--- src/rtl/adc_conv_scheduler.sv ---
// adc_conv_scheduler
// ------------------
// Shares the single-slope ADC counter array between two requesters. Grants
// one requester at a time, keeps the ADC counter enabled for the programmed
// number of back-to-back conversion frames, then runs a short flush so the
// last frame's result reaches the ADC output buffer. After that it signals
// completion and holds an enable-low gap before the next grant.
//
// Optional build macro:
//   ADC_SEQ_RR_EN  defined   -> round-robin arbitration (on a tie, the
//                               requester that did not win last time wins)
//                  undefined -> fixed priority, req[0] beats req[1]
//
// Parameters:
//   FRAME_CYCLES  enabled cycles per ADC frame (1 load + 7 reset + 255 ramp)
//   RESULT_IDX    in-frame cycle at which the previous frame's result is valid
//   GAP_CYCLES    minimum enable-low cycles between jobs (>= 1)
//
// Ports:
//   clk           single clock, shared with the ADC counter
//   reset         asynchronous, active-high
//   req[1:0]      level request per requester, held until its done pulse
//   frames0/1     frame count per requester, sampled at grant (0 = 256)
//   adc_enable    drives the ADC counter enable
//   grant[1:0]    one-hot owner, 0 when idle or in the gap
//   busy          high from grant through the end of the gap
//   frame_start   pulse on in-frame cycle 0 of every full frame
//   result_valid  pulse when a completed frame's result is on the ADC output
//   result_idx    0-based index of the frame whose result is valid
//   done[1:0]     one-cycle pulse to the owner together with its last result
//
// All outputs are registered.

module adc_conv_scheduler #(
  parameter int unsigned FRAME_CYCLES = 263,
  parameter int unsigned RESULT_IDX   = 2,
  parameter int unsigned GAP_CYCLES   = 4
) (
  input  logic       clk,
  input  logic       reset,
  input  logic [1:0] req,
  input  logic [7:0] frames0,
  input  logic [7:0] frames1,
  output logic       adc_enable,
  output logic [1:0] grant,
  output logic       busy,
  output logic       frame_start,
  output logic       result_valid,
  output logic [7:0] result_idx,
  output logic [1:0] done
);

  localparam int unsigned CW = (FRAME_CYCLES > 2) ? $clog2(FRAME_CYCLES) : 1;
  localparam int unsigned GW = (GAP_CYCLES > 2) ? $clog2(GAP_CYCLES - 1) : 1;

  localparam logic [CW-1:0] C_LAST = CW'(FRAME_CYCLES - 1);
  localparam logic [CW-1:0] C_RES  = CW'(RESULT_IDX);
  localparam logic [GW-1:0] G_LAST = GW'((GAP_CYCLES > 1) ? GAP_CYCLES - 2 : 0);
  localparam bit            HAS_GAP = (GAP_CYCLES > 1);

  typedef enum logic [1:0] {
    IDLE,
    RUN,
    FLUSH,
    GAP
  } state_t;

  state_t         state;
  logic [CW-1:0]  c;
  logic [7:0]     fidx;
  logic [8:0]     left;
  logic [GW-1:0]  gcnt;
  logic           owner;

`ifdef ADC_SEQ_RR_EN
  logic           last_win;
`endif

  state_t         nxt_state;
  logic [CW-1:0]  nxt_c;
  logic [7:0]     nxt_fidx;
  logic [8:0]     nxt_left;
  logic [GW-1:0]  nxt_gcnt;
  logic           nxt_owner;

  logic           pick;
  logic [7:0]     pick_frames;
  state_t         after_job;

  logic           n_en;
  logic [1:0]     n_grant;
  logic           n_busy;
  logic           n_fs;
  logic           n_rv;
  logic [1:0]     n_done;
  logic [7:0]     n_ridx;

  // Arbitration winner; only meaningful while some req is high in IDLE.
  always_comb begin
`ifdef ADC_SEQ_RR_EN
    if (req == 2'b11) begin
      pick = ~last_win;
    end else begin
      pick = req[1] & ~req[0];
    end
`else
    pick = ~req[0];
`endif
    pick_frames = pick ? frames1 : frames0;
  end

  // Next-state logic. The gap state holds GAP_CYCLES-1 cycles; together with
  // the IDLE cycle that precedes any new grant this yields GAP_CYCLES
  // enable-low cycles, and busy falls GAP_CYCLES cycles after done.
  always_comb begin
    after_job = HAS_GAP ? GAP : IDLE;
    nxt_state = state;
    nxt_c     = c;
    nxt_fidx  = fidx;
    nxt_left  = left;
    nxt_gcnt  = gcnt;
    nxt_owner = owner;

    unique case (state)
      IDLE: begin
        if (|req) begin
          nxt_state = RUN;
          nxt_owner = pick;
          nxt_c     = '0;
          nxt_fidx  = '0;
          // A count of 0 becomes {1,00000000} = 256.
          nxt_left  = {(pick_frames == 8'd0), pick_frames};
        end
      end

      RUN: begin
        if (!req[owner]) begin
          nxt_state = after_job;
          nxt_gcnt  = '0;
        end else if (c == C_LAST) begin
          nxt_c    = '0;
          nxt_fidx = fidx + 8'd1;
          nxt_left = left - 9'd1;
          if (left == 9'd1) begin
            nxt_state = FLUSH;
          end
        end else begin
          nxt_c = c + CW'(1);
        end
      end

      FLUSH: begin
        if (!req[owner]) begin
          nxt_state = after_job;
          nxt_gcnt  = '0;
        end else if (c == C_RES) begin
          nxt_state = after_job;
          nxt_gcnt  = '0;
        end else begin
          nxt_c = c + CW'(1);
        end
      end

      GAP: begin
        if (gcnt == G_LAST) begin
          nxt_state = IDLE;
        end else begin
          nxt_gcnt = gcnt + GW'(1);
        end
      end

      default: nxt_state = IDLE;
    endcase
  end

  // Outputs are decoded from the next state so that, once registered, they
  // describe the same cycle as the state registers.
  always_comb begin
    n_en    = (nxt_state == RUN) || (nxt_state == FLUSH);
    n_grant = n_en ? (nxt_owner ? 2'b10 : 2'b01) : '0;
    n_busy  = (nxt_state != IDLE);
    n_fs    = (nxt_state == RUN) && (nxt_c == '0);
    n_rv    = ((nxt_state == RUN) && (nxt_c == C_RES) && (nxt_fidx != '0)) ||
              ((nxt_state == FLUSH) && (nxt_c == C_RES));
    n_done  = ((nxt_state == FLUSH) && (nxt_c == C_RES)) ? n_grant : '0;
    n_ridx  = nxt_fidx - 8'd1;
  end

  always_ff @(posedge clk or posedge reset) begin
    if (reset) begin
      state        <= IDLE;
      c            <= '0;
      fidx         <= '0;
      left         <= '0;
      gcnt         <= '0;
      owner        <= 1'b0;
`ifdef ADC_SEQ_RR_EN
      last_win     <= 1'b1;
`endif
      adc_enable   <= 1'b0;
      grant        <= '0;
      busy         <= 1'b0;
      frame_start  <= 1'b0;
      result_valid <= 1'b0;
      result_idx   <= '0;
      done         <= '0;
    end else begin
      state        <= nxt_state;
      c            <= nxt_c;
      fidx         <= nxt_fidx;
      left         <= nxt_left;
      gcnt         <= nxt_gcnt;
      owner        <= nxt_owner;
`ifdef ADC_SEQ_RR_EN
      if ((state == IDLE) && (|req)) begin
        last_win <= pick;
      end
`endif
      adc_enable   <= n_en;
      grant        <= n_grant;
      busy         <= n_busy;
      frame_start  <= n_fs;
      result_valid <= n_rv;
      if (n_rv) begin
        result_idx <= n_ridx;
      end
      done         <= n_done;
    end
  end

endmodule

--- config.mk ---
export PLATFORM = sky130hd
export DESIGN_NAME = adc_conv_scheduler
export DESIGN_NICKNAME = d
export VERILOG_FILES = /design/src/rtl/adc_conv_scheduler.sv
export SDC_FILE = /design/constraint.sdc
export NUM_CORES = 1
export LEC_CHECK = 0
export BUFFER_PORTS_ARGS = -buffer_cell sky130_fd_sc_hd__buf_2
export CORE_AREA = 2 2 114 116
export CTS_BUF_LIST = sky130_fd_sc_hd__clkbuf_2 sky130_fd_sc_hd__clkbuf_4 sky130_fd_sc_hd__clkbuf_8
export DETAILED_ROUTE_END_ITERATION = 12
export DIE_AREA = 0 0 116 118
export PLACE_DENSITY = 0.51
export SYNTH_ARGS = -nofsm -noshare
export SYNTH_HDL_FRONTEND = slang
export SYNTH_SLANG_ARGS = --single-unit
--- constraint.sdc ---
create_clock -name clk -period 5.25 [get_ports clk]
set_input_delay 1.05 -clock clk [delete_from_list [all_inputs] [get_ports clk]]
set_output_delay 1.05 -clock clk [all_outputs]
set_load 0.01 [all_outputs]
==> summary.md <==
| Metric | Value |
|---|---|
| Drt pass-1 iters | 4 |
| Instance count on the critical path | 9 |
| DP Wirelength | 5637 um |
| Sink Count | 47 |
| Post-CTS resize count | 0 |
| Largest delay share family, worst path | simple AND/OR/NAND/NOR gates |
| Vias | 2553 |
| Combinational power share | 49.8% |
| Dominant cells by area after synthesis | dfrtp_1 (38%), ha_1 (4.5%), mux2_4 (3.9%) |
| RSZ-0062 raised after global routing | false |
| Relative slew slack | 32.84% |
| Sequential power share | 34.9% |
| Post-CTS Setup Inserts | 0 |
| Worst path bufs/invs | 1 |
| Power Total | 1.814 mW |
| Area grow syn2layout | 14.40% |
| Reg2reg setup slack | roughly 1300 ps |
| Layer with the highest usage | met2 |
| Buffers on Ports | 35 |
| Root buffer cell | clkbuf_8 |
| CTS H-tree lvls | 2 |
| Post-synth EDFFs | 0 |
| Per-cell routed wire length | between 10 and 15 um |
| Setup TNS Final | 0 ps |
| Clk pwr share | 15.3% |
| P per Cell Area | 517.1 mW/mm^2 |
| Fin nets | 384 |
| Final Hold Fails | 0 |
| P_sw | 805.6 uW |
| Initial DRC Count | 142 |
| Status | finished, final reports clean |
| GPL Wtd Cong | 0.7992 |
| Met1 Use GR | 16.69% |
| Int Pwr | between 1 and 1.5 mW |
| Clk slew on worst S/H paths | roughly 100 ps |
| Max Clk Rate | about 240 MHz |
| Worst Setup Path Type | in2reg |
| CTS tree | built |
| Post-route ant nets | 0 |
| Share of layout cells above drive strength 1 | 21.75% |
| MaxCap Viol Count | 0 |
| FF+latch count, synth | 47 |
| WP data arrival | between 4000 and 5000 ps |
| Die height | approximately 120 um |
| Seq/Total Area, Yosys | 38.35% |
| Vias in the first global route | 2476 |
| Post-Route WL | about 7700 um |
| Endpoints failing setup | 0 |
| GRT Total Usage | 11.59% |
| DIE WIDTH | 116 um |
| ANT cells | 0 |
| DRC | 0 |
| Leakage | 1.544 nW |
| Endpoint class of the critical path | flip-flop |
| Met2 Usage GRT | 18.09% |
| First-pass GRT wire length | 12760 um |
| Core area | 0.01241 mm^2 |
| Largest net degree at the start of global routing | 48 |
| CP Max Fanout | 16 |
| Number of vias per cell | 4.854 |
| Minimum clock period | 4094 ps |
| Final period util | 77.98% |
| Max incr delay on CP | 810 ps |
| IO Pins | 36 |
| Worst min path class | reg2reg |
| Synth top area share | 38.35% |
| Reg2reg path depth | 8 |
| Global routing met3 resource utilization | 1.802% |
| Async SR Flop Fraction | 100.0% |
| Congestion Overflow GR | 0 |
| Row Count | 41 |
| Worst Path Required | 5450 ps |
| Slew Viols, Final | 0 |
| CTS Buf Count | 5 |
| Worst-Margin Slew | roughly 1000 ps |
| Synth Warn # | 0 |
| Worst path slowest cell | nor3b_2 |
| Synth cell count leaders | dfrtp_1 (47), nand2_1 (29), o21ai_0 (23) |
| Max Buffers Root-to-Sink | 2 |
| Net Sw Frac | 44.40% |
| Max VDD drop | 279.9 uV |
| Clk Latency, worst-skew pair | 310 ps |
| Main synth FF type | dfrtp_1 |
| Hold Crit Depth | 1 |
| Synthesized Nets | between 300 and 400 |
| Hold buffers post-CTS | 0 |
| Initial antenna violation count | 0 |
| Mapped Cells | 324 |
| Startpoint types | input port |
| Post-Syn Area | 0.003067 mm^2 |
| Mean Syn Cell Area | 9.465 um^2 |
| CP Cell Sequence | buf_2, mux2i_2, a211oi_2, o211ai_1, a32o_1, or3_1, nor4_4, nor3b_2, mux2_4 |
| Die Area | 0.01369 mm^2 |
| Synth cell types | 74 |
| Starting density of the core | about a quarter |
| Top-count cell post-synth | dfrtp_1 |
| Yosys top cell by area | dfrtp_1 |
| Clock skew | between 8 and 9 ps |
-- registers in the layout, indices dropped and copies added, names as in the netlist --
register	flops
adc_enable	1
busy	1
c	9
done	2
fidx	8
frame_start	1
gcnt	2
grant	2
left	9
owner	1
result_idx	8
result_valid	1
state	2
-- power groups by stage --
| stage | clock (mW) | sequential (mW) | combinational, mW |
|---|---|---|---|
| global route | 0.302 | 0.651 | 1.01 |
| global placement | 0 | 0.635 | 0.904 |
| CTS | 0.286 | 0.631 | 0.912 |
| detailed placement | 0 | 0.635 | 0.909 |
| floorplan | 0 | 0.598 | 0.691 |
| finish | 0.278 | 0.632 | 0.904 |
-- per-stage QoR --
| step | util [%] | std cells | worst slack [ps] | cell area [um^2] | hold slack [ps] |
|---|---|---|---|---|---|
| floorplan | - | 324 | 1822 | 3067 | 447.4 |
| global placement | 27.35 | 518 | 966.5 | 3396 | 481.4 |
| finish | 28.26 | 526 | 1156 | 3508 | 488.2 |
| detailed placement | 27.35 | 518 | 871.4 | 3396 | 475.9 |
| CTS | 28.26 | 526 | 1164 | 3508 | 492.5 |
| global route | 28.26 | 526 | 905.4 | 3508 | 520.3 |
-- per-layer routing --
metal | routed length, um | vias to the layer above
met5 | 0 | -
met4 | 73 | 0
met3 | 240 | 7
met2 | 3546 | 55
met1 | 3800 | 1240
li1 | - | 1251
-- cell usage in the layout, fill, tap and decap left out, types with 4 or more instances in the layout --
master,count
mux2_4,8
o21ai_0,23
nand4_1,5
nand2_1,29
nand3_1,8
o31ai_1,4
buf_2,35
ha_1,11
o211ai_1,5
nor2_1,18
clkbuf_8,5
xnor2_1,4
nor2b_1,5
a21oi_1,12
mux2i_1,8
a22oi_1,5
dfrtp_1,47
nor3_1,11
and2_1,4
inv_1,18
nand2b_1,6
-- cells by family after synthesis --
group                    synth area share [%]
AO/OA/AOI/OAI                           19.79
AND/OR/NAND/NOR                         22.52
flip-flops                              38.35
adder cells (fa/ha/maj)                 4.488
buffers and inverters                   4.773
multiplexers                            8.078
XOR/XNOR                                1.999
-- final timing paths --
kind                       startpoint       endpoint
min in group asynchronous       reset       state[1]
hold reg to reg               gcnt[0]        gcnt[0]
hold / removal                gcnt[0]        gcnt[0]
setup / recovery               req[0]  result_idx[0]
setup reg to reg             state[0]  result_idx[0]
max in group asynchronous       reset        fidx[5]
-- worst register-to-register path: cells and delay by family (launching register included) --
family          cells  cell delay (ps)
compound gates      3              810
flops               1              740
mux                 1              350
simple gates        4             1920
-- area by class of cell --
| class | instances | area (um^2) |
|---|---|---|
| Sequential cell | 47 | 1176 |
| Tap cell | 172 | 215.2 |
| Timing Repair Buffer | 36 | 182.7 |
| Fill cell | 1370 | 8906 |
| Clock buffer | 5 | 68.82 |
| Clock inverter | 3 | 43.79 |
| Multi-Input combinational cell | 243 | 1747 |
| Inverter | 20 | 75.07 |
Note: power is estimated with default switching activity, not from simulation.
